**config.mk**
```make
export PLATFORM = sky130hd
export DESIGN_NAME = conv_txn_scheduler_flat
export DESIGN_NICKNAME = d
export VERILOG_FILES = /design/src/rtl/conv_txn_scheduler_if.sv /design/src/rtl/conv_txn_scheduler.sv /design/src/flat_wrapper.sv
export SDC_FILE = /design/constraint.sdc
export NUM_CORES = 1
export LEC_CHECK = 0
export ABC_CLOCK_PERIOD_IN_PS = 7450
export BUFFER_PORTS_ARGS = -buffer_cell sky130_fd_sc_hd__buf_2
export CORE_ASPECT_RATIO = 1.25
export CORE_MARGIN = 2
export CORE_UTILIZATION = 52
export CTS_CLUSTER_SIZE = 12
export DETAILED_ROUTE_END_ITERATION = 12
export PLACE_DENSITY = 0.87
export SLEW_MARGIN = 40
export SYNTH_ARGS = -nofsm -noshare
export SYNTH_HDL_FRONTEND = slang
export SYNTH_SLANG_ARGS = --single-unit
```
**constraint.sdc**
```tcl
create_clock -name ACLK -period 7.45 [get_ports ACLK]
set_input_delay 1.49 -clock ACLK [delete_from_list [all_inputs] [get_ports ACLK]]
set_output_delay 1.49 -clock ACLK [all_outputs]
set_load 0.01 [all_outputs]
```
**src/rtl/conv_txn_scheduler_if.sv**
```systemverilog
// Bundle between the test-control requesters, the scheduler and the
// Convolution Tester M00_AXI engine.
//
// Handshake: req[i] acts as a level "valid" that is held until the
// scheduler answers with a one-cycle done[i] pulse (the "ready/ack"); err[i]
// qualifies only that pulse. Toward the engine, a rising INIT_AXI_TXN starts
// one transaction, and the engine answers with the TXN_DONE level. ERROR is
// only meaningful while TXN_DONE is high.
interface conv_txn_scheduler_if #(
  parameter int NUM_REQ = 4,
  parameter int ADDR_W  = 32
);
  logic [NUM_REQ-1:0]        req;
  logic [NUM_REQ*ADDR_W-1:0] req_addr;
  logic [NUM_REQ-1:0]        done;
  logic [NUM_REQ-1:0]        err;
  logic                      busy;
  logic [2:0]                gnt_id;
  logic                      M00_AXI_INIT_AXI_TXN;
  logic [ADDR_W-1:0]         M00_AXI_TXN_ADDR;
  logic                      M00_AXI_TXN_DONE;
  logic                      M00_AXI_ERROR;
  logic                      timeout_err;
  logic [1:0]                dbg_state;

  modport master (
    input  req, req_addr, M00_AXI_TXN_DONE, M00_AXI_ERROR,
    output done, err, busy, gnt_id, M00_AXI_INIT_AXI_TXN, M00_AXI_TXN_ADDR,
           timeout_err, dbg_state
  );

  modport slave (
    output req, req_addr, M00_AXI_TXN_DONE, M00_AXI_ERROR,
    input  done, err, busy, gnt_id, M00_AXI_INIT_AXI_TXN, M00_AXI_TXN_ADDR,
           timeout_err, dbg_state
  );
endinterface

```
**src/rtl/conv_txn_scheduler.sv**
```systemverilog
// Round-robin scheduler sharing one Convolution Tester AXI master engine
// among NUM_REQ requesters. One transaction runs at a time:
// IDLE (arbitrate) -> LAUNCH (INIT pulse) -> WAIT (engine busy) -> GAP.
// Optional watchdog in WAIT: define CONV_SCHED_TIMEOUT_EN.
module conv_txn_scheduler #(
  parameter int NUM_REQ        = 4,
  parameter int ADDR_W         = 32,
  parameter int INIT_PULSE_LEN = 2,
  parameter int GAP_CYCLES     = 4,
  parameter int TIMEOUT_CYCLES = 4096
) (
  input  logic                 ACLK,
  input  logic                 ARESET,
  conv_txn_scheduler_if.master bus
);

  typedef enum logic [1:0] {IDLE, LAUNCH, WAIT, GAP} state_t;

  state_t            state;
  state_t            state_next;
  logic [15:0]       cnt;          // per-state cycle counter, cleared on entry
  logic [2:0]        rr_ptr;       // first requester to consider next time
  logic [2:0]        pick_id;
  logic              pick_vld;
  logic [ADDR_W-1:0] pick_addr;
  logic [7:0]        req_ext;
  logic [3:0]        idx;
  logic [2:0]        next_ptr;
  logic              wait_hit;
  logic              wait_timeout;

  assign req_ext  = 8'(bus.req);
  assign wait_hit = (state == WAIT) && bus.M00_AXI_TXN_DONE;
  assign next_ptr = (bus.gnt_id == 3'(NUM_REQ - 1)) ? 3'd0 : bus.gnt_id + 3'd1;

  // Round-robin search from rr_ptr with wrap; scanned downward so the
  // requester closest to rr_ptr is the last (winning) assignment.
  always_comb begin
    pick_vld  = 1'b0;
    pick_id   = 3'd0;
    pick_addr = '0;
    idx       = 4'd0;
    for (int k = NUM_REQ - 1; k >= 0; k--) begin
      idx = {1'b0, rr_ptr} + 4'(k);
      if (idx >= 4'(NUM_REQ)) idx = idx - 4'(NUM_REQ);
      if (req_ext[idx[2:0]]) begin
        pick_vld = 1'b1;
        pick_id  = idx[2:0];
      end
    end
    for (int i = 0; i < NUM_REQ; i++) begin
      if (pick_id == 3'(i)) pick_addr = bus.req_addr[i*ADDR_W +: ADDR_W];
    end
  end

  // State register; reset aborts any transaction in flight.
  always_ff @(posedge ACLK or posedge ARESET) begin
    if (ARESET) state <= IDLE;
    else        state <= state_next;
  end

  // Next-state and state-decoded outputs; INIT is high only in LAUNCH.
  always_comb begin
    state_next               = state;
    bus.M00_AXI_INIT_AXI_TXN = 1'b0;
    bus.busy                 = (state != IDLE);
    bus.dbg_state            = state;
    case (state)
      IDLE: begin
        if (pick_vld) state_next = LAUNCH;
      end
      LAUNCH: begin
        bus.M00_AXI_INIT_AXI_TXN = 1'b1;
        if (cnt == 16'(INIT_PULSE_LEN - 1)) state_next = WAIT;
      end
      WAIT: begin
        if (wait_hit || wait_timeout) state_next = GAP;
      end
      GAP: begin
        if (GAP_CYCLES == 0 || cnt == 16'(GAP_CYCLES - 1)) state_next = IDLE;
      end
      default: state_next = IDLE;
    endcase
  end

  // Grant capture, completion pulses and round-robin pointer update.
  always_ff @(posedge ACLK or posedge ARESET) begin
    if (ARESET) begin
      cnt                  <= '0;
      rr_ptr               <= 3'd0;
      bus.gnt_id           <= 3'd0;
      bus.M00_AXI_TXN_ADDR <= '0;
      bus.done             <= '0;
      bus.err              <= '0;
    end else begin
      cnt      <= (state_next != state) ? 16'd0 : cnt + 16'd1;
      bus.done <= '0;
      bus.err  <= '0;
      if (state == IDLE && pick_vld) begin
        bus.gnt_id           <= pick_id;
        bus.M00_AXI_TXN_ADDR <= pick_addr;
      end
      if (wait_hit || wait_timeout) begin
        bus.done <= NUM_REQ'(1'b1) << bus.gnt_id;
        bus.err  <= NUM_REQ'(wait_hit ? bus.M00_AXI_ERROR : 1'b1) << bus.gnt_id;
        rr_ptr   <= next_ptr;
      end
    end
  end

`ifdef CONV_SCHED_TIMEOUT_EN
  // Watchdog: TXN_DONE takes priority over an expiry in the same cycle.
  assign wait_timeout = (state == WAIT) && !bus.M00_AXI_TXN_DONE &&
                        (cnt == 16'(TIMEOUT_CYCLES - 1));

  // Sticky timeout flag, cleared only by reset.
  always_ff @(posedge ACLK or posedge ARESET) begin
    if (ARESET)            bus.timeout_err <= 1'b0;
    else if (wait_timeout) bus.timeout_err <= 1'b1;
  end
`else
  logic unused_timeout_cfg;
  assign unused_timeout_cfg = (TIMEOUT_CYCLES != 0);
  assign wait_timeout       = 1'b0;
  assign bus.timeout_err    = 1'b0;
`endif

endmodule

```
**src/flat_wrapper.sv**
```systemverilog
// flat-port wrapper written by rule: the top's interface ports become plain ports
module conv_txn_scheduler_flat 
#(
  parameter int NUM_REQ        = 4,
  parameter int ADDR_W         = 32,
  parameter int INIT_PULSE_LEN = 2,
  parameter int GAP_CYCLES     = 4,
  parameter int TIMEOUT_CYCLES = 4096
)
  (ACLK, ARESET, bus_req, bus_req_addr, bus_M00_AXI_TXN_DONE, bus_M00_AXI_ERROR, bus_done, bus_err, bus_busy, bus_gnt_id, bus_M00_AXI_INIT_AXI_TXN, bus_M00_AXI_TXN_ADDR, bus_timeout_err, bus_dbg_state);
  conv_txn_scheduler_if #(.NUM_REQ(NUM_REQ), .ADDR_W(ADDR_W)) bus_i ();
  input  logic ACLK;
  input  logic ARESET;
  input wire logic [$bits(bus_i.req)-1:0] bus_req;
  input wire logic [$bits(bus_i.req_addr)-1:0] bus_req_addr;
  input wire logic [$bits(bus_i.M00_AXI_TXN_DONE)-1:0] bus_M00_AXI_TXN_DONE;
  input wire logic [$bits(bus_i.M00_AXI_ERROR)-1:0] bus_M00_AXI_ERROR;
  output wire logic [$bits(bus_i.done)-1:0] bus_done;
  output wire logic [$bits(bus_i.err)-1:0] bus_err;
  output wire logic [$bits(bus_i.busy)-1:0] bus_busy;
  output wire logic [$bits(bus_i.gnt_id)-1:0] bus_gnt_id;
  output wire logic [$bits(bus_i.M00_AXI_INIT_AXI_TXN)-1:0] bus_M00_AXI_INIT_AXI_TXN;
  output wire logic [$bits(bus_i.M00_AXI_TXN_ADDR)-1:0] bus_M00_AXI_TXN_ADDR;
  output wire logic [$bits(bus_i.timeout_err)-1:0] bus_timeout_err;
  output wire logic [$bits(bus_i.dbg_state)-1:0] bus_dbg_state;
  assign bus_i.req = bus_req;
  assign bus_i.req_addr = bus_req_addr;
  assign bus_i.M00_AXI_TXN_DONE = bus_M00_AXI_TXN_DONE;
  assign bus_i.M00_AXI_ERROR = bus_M00_AXI_ERROR;
  assign bus_done = bus_i.done;
  assign bus_err = bus_i.err;
  assign bus_busy = bus_i.busy;
  assign bus_gnt_id = bus_i.gnt_id;
  assign bus_M00_AXI_INIT_AXI_TXN = bus_i.M00_AXI_INIT_AXI_TXN;
  assign bus_M00_AXI_TXN_ADDR = bus_i.M00_AXI_TXN_ADDR;
  assign bus_timeout_err = bus_i.timeout_err;
  assign bus_dbg_state = bus_i.dbg_state;
  conv_txn_scheduler #(.NUM_REQ(NUM_REQ), .ADDR_W(ADDR_W), .INIT_PULSE_LEN(INIT_PULSE_LEN), .GAP_CYCLES(GAP_CYCLES), .TIMEOUT_CYCLES(TIMEOUT_CYCLES)) u_core (.ACLK(ACLK), .ARESET(ARESET), .bus(bus_i));
endmodule
```
# After elaboration in Yosys (flattened, before gate mapping)
# Index checks and enable logic that the tools add are counted.
classes:
  n_addsub: 9
  order_cmp: 8
  eq_ne: 10
  shifts: 2
  muxes: 35
  n_reduce_logical: 5
ops:
  columns: ["cell", "count"]
  rows:
  - ["2-to-1 mux 32 bit", 4]
  - ["2-to-1 mux 3 bit", 9]
  - ["adder 16 x 1 -> 16 bit, second input constant", 1]
  - ["equality test 16 x 1 -> 1 bit, second input constant", 1]
  - ["equality test 16 x 2 -> 1 bit, second input constant", 1]
  - ["less-than comparator 3 x 4 -> 1 bit, second input constant", 4]
  - ["2-to-1 mux 16 bit", 1]
  - ["binary-select mux 1 bit (select 3 bit)", 4]
  - ["greater-or-equal comparator 4 x 3 -> 1 bit, second input constant", 3]
  - ["subtractor 3 bit, second input constant", 4]
  - ["2-to-1 mux 1 bit", 10]
  - ["equality test 3 x 2 -> 1 bit, second input constant", 3]
  - ["adder 3 x 2 -> 4 bit, second input constant", 2]
  - ["2-to-1 mux 2 bit", 4]
  - ["2-to-1 mux 4 bit", 2]
  - ["case mux 2 bit (4 select lines)", 1]
  - ["adder 3 x 1 -> 4 bit, second input constant", 1]
  - ["equality test 2 bit, second input constant", 2]
  - ["<< shifter 1 x 3 -> 4 bit, first input constant", 1]
  - ["<< shifter 4 x 3 -> 4 bit", 1]
  - ["adder 3 x 1 -> 3 bit, second input constant", 1]
  - ["equality test 3 x 1 -> 1 bit, second input constant", 1]
  - ["greater-or-equal comparator 3 bit, second input constant", 1]
  - ["logical NOT 3 bit", 1]
  - ["other kinds (5)", 6]
word_totals:
  regBits: 64
  in_bits: 136

# Longest topological paths before layout
depth:
  word_depth: 14
  depth_mapped: 11
  ltp_nobuf: 8

# Least setup slack after synthesis
# Ideal clock, no wire load.
synth_timing:
  path_kind: "input to register"
  startpoint: "input port bus_req[3]"
  endpoint: "register u_core.bus.M00_AXI_TXN_ADDR[26]"
  arrival_ns: 2.793
  t_required_ns: 7.319
  setup_slack_ns: 4.527
  cell_stages: 8
  cell_sequence: "mux2_1 -> nand2_1 -> o211a_1 -> a21o_1 -> buf_6 -> buf_4 -> mux2i_1 -> o22ai_1"
synth_via:
  elab_chain_cells: 11
  word_cells_on_any_way: 25
  cone_classes: "eq/ne: 3; mux: 20; reduce/logical: 2"
synth_rtl:
  columns: ["item", "line", "source"]
  rows:
  - ["start: declaration", "flat_wrapper.sv:14", "input wire logic [$bits(bus_i.req)-1:0] bus_req;"]
  - ["binary-select mux 1 bit (select 3 bit)", "conv_txn_scheduler.sv:46", "if (req_ext[idx[2:0]]) begin"]
  - ["2-to-1 mux 1 bit (implied by the code)", "conv_txn_scheduler.sv:46", null]
  - ["2-to-1 mux 3 bit (4 in a row)", "conv_txn_scheduler.sv:46", null]
  - ["logical NOT 3 bit", "conv_txn_scheduler.sv:52", "if (pick_id == 3'(i)) pick_addr = bus.req_addr[i*ADDR_W +: ADDR_W];"]
  - ["2-to-1 mux 32 bit (4 in a row)", "conv_txn_scheduler.sv:52", null]
  - ["end signal: assignment", "conv_txn_scheduler.sv:101", "bus.M00_AXI_TXN_ADDR <= pick_addr;"]
  - ["end: declaration", "conv_txn_scheduler_if.sv:28", "output done, err, busy, gnt_id, M00_AXI_INIT_AXI_TXN, M00_AXI_TXN_ADDR,"]
# Parallel ways exist; a longest one is shown, timed or not. The select of a mux whose other input is x is not followed.
# A chain may end at the register's enable or synchronous reset.

# Worst setup path in the final report
layout_timing:
  startpoint: "register u_core.rr_ptr[0]"
  endpoint: "register u_core.bus.M00_AXI_TXN_ADDR[30]"
layout_via:
  elab_chain_cells: 14
  word_cells_on_any_way: 40
  cone_classes: "add/sub: 7; order compare: 4; eq/ne: 3; mux: 24; reduce/logical: 2"
layout_rtl:
  columns: ["item", "line", "source"]
  rows:
  - ["start: declaration", "conv_txn_scheduler.sv:22", "logic [2:0] rr_ptr;"]
  - ["start signal: assignment", "conv_txn_scheduler.sv:106", "rr_ptr <= next_ptr;"]
  - ["adder 3 x 2 -> 4 bit", "conv_txn_scheduler.sv:44", "idx = {1'b0, rr_ptr} + 4'(k);"]
  - ["greater-or-equal comparator 4 x 3 -> 1 bit / subtractor 3 bit (equally long branches)", "conv_txn_scheduler.sv:45", "if (idx >= 4'(NUM_REQ)) idx = idx - 4'(NUM_REQ);"]
  - ["2-to-1 mux 3 bit", "conv_txn_scheduler.sv:45", null]
  - ["binary-select mux 1 bit (select 3 bit)", "conv_txn_scheduler.sv:46", null]
  - ["2-to-1 mux 1 bit (implied by the code)", "conv_txn_scheduler.sv:46", null]
  - ["2-to-1 mux 3 bit (4 in a row)", "conv_txn_scheduler.sv:46", null]
  - ["logical NOT 3 bit", "conv_txn_scheduler.sv:52", null]
  - ["2-to-1 mux 32 bit (4 in a row)", "conv_txn_scheduler.sv:52", null]
# Parallel ways exist; a longest one is shown, timed or not. The select of a mux whose other input is x is not followed.

==> run metrics <==
synth top area cells dfrtp_1 39%, mux2i_1 8.8%, a221oi_2 7.3%; Worst Path Buf+Inv 2; Core Util, Final 67.7%; Post-CTS Resized 0; Peak VDD IR 0.150 mV; Starting DRT DRC Count ~290; CP max-delay cell dfrtp_1; Finished Cell Area roughly 5200 um2; ys async rst share 100%; Netlist cell types 51; Crit path largest cell delay 0.76 ns; Avg Vias per Cell 6.01; H-Tree Depth 3; setup TNS 0 ns; kind of end point of the critical path register; worst hold path type reg2reg; Max clock buf depth 2; Critical Path RT about 7.6 ns; clk sinks between 60 and 70; Hold Fails Final Rpt 0; placed cells around 660; IO Port Bufs about 180; post-synthesis sequential area ratio about two fifths; Clk Latency, worst-skew pair roughly 0.35 ns; WL per Instance 18.1 um; first-pass GRT wire length between 15000 and 20000 um; top_reg_cell synth dfrtp_1; Total GRT Usage between 20% and 30%; RSZ-0062 raised after global routing no; Yosys top cell by area dfrtp_1; EDFF count, synth 0; largest net degree at the start of global routing 66; Post-CTS Hold Fix Bufs 0; layout cells sized above 1 roughly 41%; synthesized area 4090 um2; startpoint types register; CTS root buf clkbuf_8; final std cells w/o fill 675; R2R Setup Slk 3.91 ns; chip width about 83 um; IO Pins roughly 180; worst setup margin 3.91 ns; Clock Skew about 0.013 ns; Final Cycle Share between 40% and 50%; Vias a little over 4000; crit path cell chain inv_1, ha_1, mux2_1, nand2_1, o211a_1, a21o_4, buf_16, mux2i_1, o22ai_1; slew margin rel. roughly 57%; pre-CTS setup slack ~3.8 ns; area share of the largest cell type after synthesis 39.2%; top cell family by delay on the critical path compound AO/OA/AOI/OAI gates; Leak 2.57 nW; Starting Density a little over half; HPWL Detailed between 8000 and 9000 um; cell count after synthesis 413; total power around 1.0 mW; DP Area about 5000 um2; Hold Path Sink u_core.bus.gnt_id[2]$_DFFE_PP0P_; crit-path max FO 38; # DRC 0; power density over cell area 196 nW/um2; Critical Path AT roughly 3.7 ns; total grt overflow 0; core area 7700 um2; HP Start u_core.bus.gnt_id[2]$_DFFE_PP0P_; row count 36; number of detailed-route iterations in the first pass 5; DIE HEIGHT ~100 um; worst slew pin tran approximately 0.64 ns; worst hold path depth 1; buffer count from post-CTS setup fixing 0; final wirelength approximately 12000 um; status complete, no violations; Area Overhead vs Synth 27.6%; Nets 717; Mean Syn Cell Area approximately 9.9 um2; CTS buffer count 9; Detail Route Antenna Nets 0; Critical R2R Capture u_core.bus.M00_AXI_TXN_ADDR[30]$_DFFE_PP0P_; CP Class reg2reg; yosys warns 0; flops & latches, synth between 60 and 70; initial antenna violation count 4; CTS tree done; worst reg2reg path depth 9; crit path time final 3.54 ns; GP Congestion between 0.9 and 1; r2r startpoint u_core.rr_ptr[0]$_DFFE_PP0P_; Slew Viols, Final 0; Fmax about 280 MHz; final setup fails 0; hold slack between 0.5 and 0.6 ns; Max-Cap Viols 0; clock transition at the registers of the reported paths roughly 0.080 ns; die area approximately 8600 um2; vias in the first global route 3739; Syn Nets around 560
cell usage in the layout (no fill, tap or decap), types with 2 or more instances in the layout:
| cell type | count |
|---|---|
| buf_2 | 182 |
| dfrtp_1 | 64 |
| mux2i_1 | 36 |
| o21ai_0 | 34 |
| o22ai_1 | 34 |
| and3_1 | 34 |
| nor2_1 | 31 |
| a221oi_2 | 20 |
| nand2_1 | 13 |
| a221oi_1 | 12 |
| inv_1 | 11 |
| nand3_1 | 10 |
| xnor2_1 | 9 |
| clkbuf_8 | 9 |
| ha_1 | 8 |
| and2_1 | 7 |
| a21oi_1 | 5 |
| xor2_1 | 5 |
| nor3_1 | 4 |
| nand4_1 | 3 |
| o21ai_1 | 3 |
| diode_2 | 2 |
| mux2_1 | 2 |
| nand2b_1 | 2 |
| a31oi_1 | 2 |
| or2_2 | 2 |
| nor4_1 | 2 |
| inv_6 | 2 |
| clkinv_4 | 2 |
| bufinv_16 | 2 |
logic make-up (layout without fill, tap and decap cells):
kind of cell             Yosys count  in the layout  share of synthesized area [%]
AND/OR/NAND/NOR                  119            119                           16.2
AO/OA/AOI/OAI                    118            118                           22.3
flip-flops                        64             64                           39.2
buffers and inverters             48            213                           6.09
multiplexers                      41             41                           10.7
XOR/XNOR                          14             14                           3.00
adder cells (fa/ha/maj)            8              8                           2.45
other                              1              3                         0.0917
state kept, by name, indices dropped and copies added (netlist names):
name / flops
u_core.bus.M00_AXI_TXN_ADDR: 32
u_core.cnt: 16
u_core.bus.done: 4
u_core.bus.err: 4
u_core.bus.gnt_id: 3
u_core.rr_ptr: 3
u_core.bus.dbg_state: 2
per-layer routing:
| layer | part of all wire (%) | GRT usage [%] | up-vias |
|---|---|---|---|
| met3 | 8.0 | 7.13 | 24 |
| met2 | 51 | 46.1 | 192 |
| li1 | - | - | 1887 |
| met4 | 1.9 | 9.96 | 4 |
| met1 | 39 | 34.5 | 1950 |
| met5 | 0.28 | 0 | - |
synthesized netlist by cell type (all sizes together) (2+ instances only):
master  instances
clkbuf         11
buf            25
nand2b          2
a221oi         32
a21oi           5
nor4            3
nand3          11
xor2            5
or2             2
mux2            3
xnor2           9
inv            12
o21ai          38
mux2i          37
ha              8
nand4           3
a31oi           2
and2            8
and3           34
nand3b          2
dfrtp          64
o22ai          34
nor2           31
nand2          14
nor3            4
final cells by class:
cell class / count / area [um2]
fillers: 593 / 2480
multi-input cells: 301 / 2260
inverters: 12 / 45.0
clock inverters: 7 / 103
repair buffers: 185 / 957
clock buffers: 9 / 124
well taps: 95 / 119
flip-flops and latches: 64 / 1600
diodes: 2 / 5.00
power by group:
| group | total (mW) | switching [mW] | internal [mW] |
|---|---|---|---|
| registers | 0.450 | 0.0546 | 0.396 |
| clock network | 0.341 | 0.149 | 0.192 |
| logic | 0.230 | 0.119 | 0.111 |
how the worst max path moves through the flow:
stage                                  from                                     endpoint  slack, ns  cells past startpoint
2_1_floorplan                        ARESET   u_core.bus.M00_AXI_TXN_ADDR[0]$_DFFE_PP0P_       4.36                      1
3_3_place_gp                     bus_req[1]  u_core.bus.M00_AXI_TXN_ADDR[21]$_DFFE_PP0P_       3.78                      7
3_5_place_dp                     bus_req[3]  u_core.bus.M00_AXI_TXN_ADDR[18]$_DFFE_PP0P_       3.84                      8
4_1_cts        u_core.rr_ptr[0]$_DFFE_PP0P_  u_core.bus.M00_AXI_TXN_ADDR[18]$_DFFE_PP0P_       3.99                      9
5_1_grt        u_core.rr_ptr[0]$_DFFE_PP0P_  u_core.bus.M00_AXI_TXN_ADDR[30]$_DFFE_PP0P_       3.75                      9
6_report       u_core.rr_ptr[0]$_DFFE_PP0P_  u_core.bus.M00_AXI_TXN_ADDR[30]$_DFFE_PP0P_       3.91                      9
No activity file was read; power rests on OpenSTA's default activity.
